**src/rtl/img_capture_pkg.sv**
```systemverilog
// Shared types and constants for the image frame capture block.
package img_capture_pkg;

  localparam int WORD_W      = 16;
  localparam int DEF_PIXEL_W = 12;

  localparam logic [11:0] DEF_HIGHLIGHT_THR = 12'hFF0;
  localparam logic [11:0] DEF_SHADOW_THR    = 12'h00F;

  typedef enum logic [2:0] {
    IDLE       = 3'd0,
    WAIT_IDLE  = 3'd1,
    WAIT_START = 3'd2,
    CAPTURE    = 3'd3,
    DRAIN      = 3'd4
  } cap_state_t;

endpackage

```
**src/rtl/img_capture_fifo.sv**
```systemverilog
// Single-clock first-word-fall-through FIFO; pop_data shows the head word whenever non-empty.
module img_capture_fifo #(
  parameter int DEPTH = 16,
  parameter int W     = 16
) (
  input  logic                       clk,
  input  logic                       rst,
  input  logic                       push,
  input  logic [W-1:0]               push_data,
  input  logic                       pop,
  output logic [W-1:0]               pop_data,
  output logic                       full,
  output logic                       empty,
  output logic [$clog2(DEPTH):0]     level
);

  localparam int AW = $clog2(DEPTH);

  logic [W-1:0]  mem [DEPTH];
  logic [AW-1:0] wr_ptr;
  logic [AW-1:0] rd_ptr;
  logic [AW:0]   count;
  logic          do_push;
  logic          do_pop;

  assign full    = (count == (AW+1)'(DEPTH));
  assign empty   = (count == '0);
  assign level   = count;
  assign do_push = push && !full;
  assign do_pop  = pop && !empty;
  // Forced to zero when empty so the output never shows stale storage.
  assign pop_data = empty ? '0 : mem[rd_ptr];

  always_ff @(posedge clk) begin
    if (rst) begin
      wr_ptr <= '0;
      rd_ptr <= '0;
      count  <= '0;
    end else begin
      if (do_push) wr_ptr <= wr_ptr + 1'b1;
      if (do_pop)  rd_ptr <= rd_ptr + 1'b1;
      case ({do_push, do_pop})
        2'b10:   count <= count + 1'b1;
        2'b01:   count <= count - 1'b1;
        default: count <= count;
      endcase
    end
  end

  always_ff @(posedge clk) begin
    if (do_push) mem[wr_ptr] <= push_data;
  end

endmodule

```
**src/rtl/img_frame_capture.sv**
```systemverilog
// Captures one full sensor frame on command and streams zero-extended pixels through a FWFT FIFO.
// Optional highlight/shadow statistics are built when IMG_CAPTURE_STATS_EN is defined.
module img_frame_capture
  import img_capture_pkg::*;
#(
  parameter int                   PIXEL_W       = DEF_PIXEL_W,
  parameter int                   FIFO_DEPTH    = 16,
  parameter int                   MAX_PIXELS    = 2304*1296,
  parameter logic [PIXEL_W-1:0]   HIGHLIGHT_THR = PIXEL_W'(DEF_HIGHLIGHT_THR),
  parameter logic [PIXEL_W-1:0]   SHADOW_THR    = PIXEL_W'(DEF_SHADOW_THR)
) (
  input  logic               clk,
  input  logic               rst,
  input  logic [PIXEL_W-1:0] img_d,
  input  logic               img_fv,
  input  logic               img_lv,
  input  logic               cmd_capture,
  output logic [15:0]        out_data,
  output logic               out_valid,
  input  logic               out_ready,
  output logic               busy,
  output logic               done,
  output logic               overflow,
  output logic               pix_trunc,
  output logic [31:0]        pix_count,
  output logic [15:0]        line_count,
  output logic [17:0]        highlight_cnt,
  output logic [17:0]        shadow_cnt,
  output logic [2:0]         state_dbg
);

  logic [PIXEL_W-1:0]        img_d_q;
  logic                      fv_q, lv_q, fv_qq, lv_qq;
  cap_state_t                state, state_nxt;
  logic                      fifo_push, fifo_full, fifo_empty;
  logic [$clog2(FIFO_DEPTH):0] fifo_level;
  logic                      arm, in_frame, pix_valid, at_max, line_rise;

  always_ff @(posedge clk) begin
    if (rst) begin
      img_d_q <= '0;
      fv_q    <= 1'b0;
      lv_q    <= 1'b0;
      fv_qq   <= 1'b0;
      lv_qq   <= 1'b0;
    end else begin
      img_d_q <= img_d;
      fv_q    <= img_fv;
      lv_q    <= img_lv;
      fv_qq   <= fv_q;
      lv_qq   <= lv_q;
    end
  end

  // The frame-start cycle is still in WAIT_START, so it already counts as in-frame.
  assign arm       = (state == IDLE) && cmd_capture;
  assign in_frame  = fv_q && ((state == CAPTURE) || ((state == WAIT_START) && !fv_qq));
  assign pix_valid = in_frame && lv_q;
  assign line_rise = in_frame && lv_q && !lv_qq;
  assign at_max    = (pix_count == 32'(MAX_PIXELS));
  assign fifo_push = pix_valid && !at_max && !fifo_full;

  always_ff @(posedge clk) begin
    if (rst) state <= IDLE;
    else     state <= state_nxt;
  end

  always_comb begin
    state_nxt = state;
    done      = 1'b0;
    case (state)
      IDLE:       if (cmd_capture)       state_nxt = WAIT_IDLE;
      WAIT_IDLE:  if (!fv_q)             state_nxt = WAIT_START;
      WAIT_START: if (fv_q && !fv_qq)    state_nxt = CAPTURE;
      CAPTURE:    if (!fv_q)             state_nxt = DRAIN;
      DRAIN: begin
        if (fifo_empty) begin
          state_nxt = IDLE;
          done      = 1'b1;
        end
      end
      default:                           state_nxt = IDLE;
    endcase
  end

  always_ff @(posedge clk) begin
    if (rst || arm) begin
      pix_count  <= '0;
      line_count <= '0;
      overflow   <= 1'b0;
      pix_trunc  <= 1'b0;
    end else begin
      if (fifo_push && (pix_count != '1)) pix_count <= pix_count + 32'd1;
      if (line_rise && (line_count != '1)) line_count <= line_count + 16'd1;
      if (pix_valid && at_max)               pix_trunc <= 1'b1;
      else if (pix_valid && fifo_full)       overflow  <= 1'b1;
    end
  end

`ifdef IMG_CAPTURE_STATS_EN
  always_ff @(posedge clk) begin
    if (rst || arm) begin
      highlight_cnt <= '0;
      shadow_cnt    <= '0;
    end else if (fifo_push) begin
      if ((img_d_q >= HIGHLIGHT_THR) && (highlight_cnt != '1)) highlight_cnt <= highlight_cnt + 18'd1;
      if ((img_d_q <= SHADOW_THR) && (shadow_cnt != '1))       shadow_cnt    <= shadow_cnt + 18'd1;
    end
  end
`else
  logic unused_thr;
  assign unused_thr    = ^{HIGHLIGHT_THR, SHADOW_THR};
  assign highlight_cnt = '0;
  assign shadow_cnt    = '0;
`endif

  img_capture_fifo #(
    .DEPTH (FIFO_DEPTH),
    .W     (WORD_W)
  ) u_fifo (
    .clk       (clk),
    .rst       (rst),
    .push      (fifo_push),
    .push_data (WORD_W'(img_d_q)),
    .pop       (out_ready),
    .pop_data  (out_data),
    .full      (fifo_full),
    .empty     (fifo_empty),
    .level     (fifo_level)
  );

  assign out_valid = !fifo_empty;
  assign busy      = (state != IDLE) || (fifo_level != '0);
  assign state_dbg = state;

endmodule

```
**config.mk**
```make
export PLATFORM = sky130hd
export DESIGN_NAME = img_frame_capture
export DESIGN_NICKNAME = d
export VERILOG_FILES = /design/src/rtl/img_capture_pkg.sv /design/src/rtl/img_capture_fifo.sv /design/src/rtl/img_frame_capture.sv
export SDC_FILE = /design/constraint.sdc
export NUM_CORES = 1
export LEC_CHECK = 0
export ABC_AREA = 1
export CAP_MARGIN = 20
export CORE_ASPECT_RATIO = 0.6
export CORE_MARGIN = 2
export CORE_UTILIZATION = 57
export DETAILED_ROUTE_END_ITERATION = 6
export HOLD_SLACK_MARGIN = 0.02
export PLACE_DENSITY = 0.8
export SLEW_MARGIN = 20
export SYNTH_ARGS = -nofsm -noshare
export SYNTH_HDL_FRONTEND = slang
export SYNTH_SLANG_ARGS = --single-unit
```
**constraint.sdc**
```tcl
create_clock -name clk -period 3.2 [get_ports clk]
set_input_delay 0.64 -clock clk [delete_from_list [all_inputs] [get_ports clk]]
set_output_delay 0.64 -clock clk [all_outputs]
set_load 0.005 [all_outputs]
```
==> impl_metrics.yaml, run 1 <==
outcome:
  outcome: "completed"
drt:
  wl_per_cell_um: 19.5
  final_antenna_net_count: 0
  route.detailed.drc: 0
  drt_iter0_drc: 1261
  drt-vias-per-instance: 5.88
  detail_route.first_pass.iterations: 6
  dr_total_vias: 9978
  wl_um: 33100
worst_setup_path:
  timing.critical_path.max_delay_family: "buffers and inverters"
  timing.critical_path.cells: "inv_6, bufbuf_16, o21ai_0, o22ai_1, nor2_1, nor2_1, o21ai_0, a21oi_1, clkdlybuf4s50_1"
  worst_reg2reg_endpoint: "u_fifo.level[3]"
  worst_flop_to_flop_path_startpoint: "pix_count[20]"
  crit_path_top_delay_cell: "clkdlybuf4s50_1"
  cp.depth: 9
  maximum_fanout_along_the_worst_path: 23
  max_stage_delay_ns: 0.52
  r2r_cells: 15
  arrival_ns: 2.56
  crit_end_element: "primary output"
  cp.required_ns: 2.56
  worstPathBufferInverterCount: 3
  reg2reg_slack_ns: 0.38
  cp-endpoint: "out_data[7]"
  timing.setup.critical_path_class: "flip-flop to primary output"
  critical_path.startpoint_type: "flip-flop"
timing:
  setup_total_negative_slack_ns: 0
  timing.slew.headroom_pct: 47.0
  setup-violations-final: 0
  timing_max_transition_violations_final: 0
  max_slew.worst_pin.slew_ns: 0.794
  finalHoldViolations: 0
  setup_repair_after_global_routing_missed_its_margin: "yes"
  post-route-period-util_pct: 99.9
  fin_skew_ns: 0.0242
  clock.fmax_mhz: 313
  period_minus_slack_ns: 3.20
synthesis:
  post_synth_num_cell_types: 38
  yosysSeqAreaShare_pct: 60.2
  avgSynthCellArea_um2: 9.57
  post-synth-top-area-fraction_pct: 46.3
  synthMostInstantiatedCell: "nor2_1"
  synth_largest_area_cell: "edfxtp_1"
  yosys-top-cells-count: "nor2_1, nand2_1, edfxtp_1"
  synthesis.instances: 1300
  synth_top_cells_by_area: "edfxtp_1, dfxtp_1, nor2_1, nand2_1, o21ai_0"
  yosysWarnings: 0
  synth_seq_cells: 278
  synth_edf_count: 192
  postSynth.asyncResetShare_pct: 0
  synthFlopType: "edfxtp_1"
  syn-cell-area_um2: 12400
final_layout:
  utilization_pct: 68.9
  post_route_cells_drive_above_1_share_pct: 7.26
  antennaDiodeCount: 0
  area_growth_syn_to_layout_pct: 17.4
  stdcell_count: 1698
  nets: 1431
  filler_cell_count: 1535
clocking:
  number_of_hold_buffers_added_after_cts: 0
  clock_sink_count: 278
  htreeDepth: 1
  clk-insertion-delay-late_ns: 0.53
  numCtsBuffers: 25
  tritoncts: "done"
  cts_root_buf: "clkbuf_16"
  worst_setup_hold_path_clk_slew_ns: 0.07
  cts.path.max_buffers: 3
job:
  max_cap_check_violation_count: 0
place:
  routabilityCongestion: 0.947
  dpl.hpwl_um: 21100
  cell_total_after_placement: 1644
  io_buffer_count: 85
power:
  p_leak_nw: 5.18
  p_per_area_nw_per_um2: 676
  vdd_drop_max_v: 0.000486
floorplan:
  number_of_rows_in_the_core_area: 41
  io_pins: 126
  floorplan.die_area_um2: 23100
  dieWidth_um: 195
  die-height_um: 118
  core_um2: 21200
  starting_density_of_the_core_pct: 58.7
global_routing:
  grt_max_degree: 52
  grt_antenna_before_repair: 0
  grt_remaining_overflow: 0
  via_count_of_the_first_global_routing_pass: 8856
  grt_first_pass_wirelength_um: 50300
  gr-usage-all-layers_pct: 28.0
hold_path:
  hold_class: "flip-flop to flip-flop"
## flip-flops by register name (all words and copies together) (netlist names), 3 cells and up, named ones only
register,count
state_dbg,3
u_fifo.mem,192
img_d_q,12
line_count,16
pix_count,32
u_fifo.wr_ptr,4
u_fifo.level,5
u_fifo.rd_ptr,4
## through the flow
| step | instance area (um^2) | setup slack (ns) | power, mW | hold WS, ns |
|---|---|---|---|---|
| global route | 14600 | -0.103 | 10.3 | 0.506 |
| CTS | 14500 | -0.00927 | 9.74 | 0.471 |
| floorplan | 12600 | 0.756 | 5.59 | 0.444 |
| finish | 14600 | 0.00245 | 9.88 | 0.472 |
| global placement | 13600 | 0.373 | 6.53 | 0.448 |
| detailed placement | 13600 | 0.361 | 6.62 | 0.455 |
## metal layers
layer	track usage (%)	routed length [um]	vias up	share of wire, %
li1	-	-	4550	-
met1	45.3	14700	4683	44
met2	37.9	13600	692	41
met3	6.16	4280	53	13
met4	6.54	562	0	1.7
met5	0	0	-	0
## timing repair
action,in CTS,in global routing
setup buffers,2,1
gates cloned,3,2
resized for setup,12,12
pin swaps,3,4
hold endpoints to repair,0,0
endpoints found under the setup margin,8,11
## cells in the final DEF (no fill, tap or decap), types with 17 or more instances in the layout
cell type	netlist	final
clkbuf_16	0	27
o21ai_0	118	118
o22ai_1	17	17
clkdlybuf4s50_1	0	81
nand2_1	228	228
xor2_1	26	26
o221ai_1	32	31
inv_1	88	86
buf_4	43	31
nand3_1	43	43
conb_1	1	40
edfxtp_1	192	192
dfxtp_1	86	85
a21oi_1	72	69
nor2_1	233	233
## power by group
part	switching, mW	internal, mW	total [mW]
Clock	1.29	1.71	3.00
Combinational	1.67	1.15	2.81
Sequential	0.136	3.93	4.06
## worst min path at each step
| stage | to | start | slack [ns] | cells past startpoint |
|---|---|---|---|---|
| floorplan | u_fifo.level[0] | u_fifo.level[0] | 0.44 | 1 |
| global placement | overflow | overflow | 0.45 | 1 |
| detailed placement | overflow | overflow | 0.46 | 1 |
| CTS | overflow | overflow | 0.47 | 1 |
| global route | lv_qq | lv_q | 0.51 | 2 |
| finish | overflow | overflow | 0.47 | 1 |
## cells by family (layout without fill, tap and decap cells)
family	count (synthesis)	after routing	synth area share, %
AND/OR/NAND/NOR	544	544	17.8
flip-flops	278	278	60.2
AO/OA/AOI/OAI	247	247	11.2
buffers and inverters	186	266	7.22
XOR/XNOR	31	31	2.18
adder cells (fa/ha/maj)	13	13	1.37
other	1	40	0.0301
## layout make-up
type,instances,area [um^2],share of cell area [%]
sequential,278,7490,51.3
multi-input combinational,875,4230,29.0
timing repair buffer,130,1360,9.34
clock buffer,32,662,4.53
tap,279,349,2.39
inverter,89,343,2.35
clock inverter,14,154,1.05
timing repair inverter,1,7.51,0.0514
Note: power is estimated with default switching activity, not from simulation.
==> run 2: changes to the inputs <==
- CAP_MARGIN: 20 -> not set
- SLEW_MARGIN: 20 -> not set
==> results of run 2 <==
The final DEF is identical to that of run 1; final timing and power are the same.
==> run 3: changes to the inputs <==
- CORE_UTILIZATION: 57 -> 61
- PLACE_DENSITY: 0.8 -> 0.85
- clock period: 3.2 -> 3.7 ns (I/O delays scaled with it)
==> run 3 against run 2 <==
Effect of this change: register-to-register slack better by 0.34 ns; final cell count down 1.4%; non-clock buffer count shrank 16; highest routed layer unchanged; sequential power is 14% lower; critical path type unchanged.
==> impl_metrics.yaml, run 3 (synthesis results as in run 1) <==
place:
  dpl.hpwl_um: 21700
  worst_case_setup_slack_after_placement_ns: 0.712
  io_buffer_count: 85
  detailed_place.area_um2: 13500
  routabilityCongestion: 0.973
final_layout:
  largestRegisters: "u_fifo.mem (192), pix_count (32), line_count (16)"
  post_route_cells_drive_above_1_share_pct: 5.92
  layout_common_cells: "nor2_1, nand2_1, edfxtp_1, o21ai_0, inv_1"
  postLayoutCellArea_um2: 14200
  utilization_pct: 71.1
  mostFrequentLayoutCell: "nor2_1"
  regMostFlops: "u_fifo.mem"
  nets: 1414
  antennaDiodeCount: 0
  flip_flop_count_of_the_largest_register_after_layout: 192
  filler_cell_count: 1490
  area_growth_syn_to_layout_pct: 14.4
clocking:
  clk-insertion-delay-late_ns: 0.52
  post_cts_buffers: 0
  tritoncts: "done"
  htreeDepth: 1
  cts_root_buf: "clkbuf_16"
  cts.repair.resized: 0
  numCtsBuffers: 25
  clock_sink_count: 278
  cts.path.max_buffers: 3
  worst_setup_hold_path_clk_slew_ns: 0.06
  number_of_hold_buffers_added_after_cts: 0
power:
  p_per_area_nw_per_um2: 574
  vdd_drop_max_v: 0.000374
  p_leak_nw: 4.96
  power_mw: 8.17
floorplan:
  number_of_rows_in_the_core_area: 40
  starting_density_of_the_core_pct: 62.1
  die-height_um: 115
  floorplan.die_area_um2: 21600
  core_um2: 20000
  dieWidth_um: 188
  io_pins: 126
worst_setup_path:
  timing.setup.critical_path_class: "flip-flop to primary output"
  max_stage_delay_ns: 0.62
  worstPathBufferInverterCount: 2
  timing.critical_path.cells: "buf_4, o21ai_0, o221ai_1, nand3_1, a21oi_1, clkdlybuf4s50_1"
  critical_path.startpoint_type: "flip-flop"
  cp.required_ns: 2.96
  timing.critical_path.max_delay_family: "buffers and inverters"
  crit_path_top_delay_cell: "dfxtp_1"
  crit_end_element: "primary output"
  maximum_fanout_along_the_worst_path: 24
  arrival_ns: 2.87
timing:
  post-route-period-util_pct: 97.6
  setup_total_negative_slack_ns: 0
  finalHoldViolations: 0
  max_slew.worst_pin.slew_ns: 1.20
  setup-violations-final: 0
  setup_ws_ns: 0.0894
  period_minus_slack_ns: 3.61
  fin_skew_ns: 0.0133
  timing_max_transition_violations_final: 0
  clock.fmax_mhz: 277
  setup_repair_after_global_routing_missed_its_margin: "no"
  timing.slew.headroom_pct: 19.8
job:
  max_cap_check_violation_count: 0
drt:
  wl_per_cell_um: 19.2
  final_antenna_net_count: 0
  wl_um: 32100
  drt-vias-per-instance: 5.87
  route.detailed.drc: 0
  drt_iter0_drc: 1301
  detail_route.first_pass.iterations: 7
  dr_total_vias: 9831
outcome:
  outcome: "completed"
global_routing:
  grt_antenna_before_repair: 0
  gr-usage-all-layers_pct: 29.4
  grt_first_pass_wirelength_um: 48900
  grt_max_degree: 73
  grt_remaining_overflow: 0
  via_count_of_the_first_global_routing_pass: 8778
hold_path:
  hold_class: "flip-flop to flip-flop"
## run 3: cell count changes in the layout (fill, tap and decap cells not counted), sizes merged
cell and delta:
buf -12, bufbuf -2, bufinv -1, clkbuf -3, clkdlybuf4s50 +4, dlygate4sd2 -1
dlymetal6s2s -3
## run 3: path summary, 6_finish.rpt
check / startpoint / to / slack, ns / depth (start not counted)
hold reg to reg: lv_q / lv_qq / 0.49 / 2
hold / removal: lv_q / lv_qq / 0.49 / 2
setup / recovery: flip-flop / out_data[2] / 0.09 / 6
setup reg to reg: pix_count[0] / u_fifo.level[4] / 0.72 / 17
## run 3: layer usage
metal / up-vias / wire length (um) / global-route usage [%]
li1: 4514 / - / -
met1: 4612 / 14300 / 45.6
met2: 645 / 13200 / 41.0
met3: 60 / 4050 / 8.03
met4: 0 / 654 / 6.56
met5: - / 0 / 0
## run 3: report_power, final
| group | leakage [nW] | total (mW) | switching (mW) | internal [mW] |
|---|---|---|---|---|
| combinational | 2.14 | 2.16 | 1.36 | 0.799 |
| clock | 0.374 | 2.50 | 1.11 | 1.39 |
| sequential | 2.45 | 3.51 | 0.118 | 3.39 |
## run 3: worst min-delay path, cell delays in order (launching register included)
cell and delay [ns]:
dfxtp_1 0.31, inv_1 0.07, nor2_1 0.08
## run 3: layout make-up
| type | count | area, um^2 | share of cell area (%) |
|---|---|---|---|
| sequential | 278 | 7490 | 52.6 |
| multi-input combinational | 875 | 4210 | 29.6 |
| timing repair buffer | 114 | 1080 | 7.59 |
| clock buffer | 31 | 651 | 4.57 |
| tap | 273 | 342 | 2.40 |
| inverter | 89 | 334 | 2.35 |
| clock inverter | 14 | 126 | 0.888 |
## run 3: metrics by stage
| step | hold slack (ns) | instances |
|---|---|---|
| after detailed placement | 0.470 | 1629 |
| after global routing | 0.518 | 1674 |
| after floorplan | 0.444 | 1339 |
| final | 0.488 | 1674 |
| after CTS | 0.489 | 1674 |
| after global placement | 0.458 | 1629 |
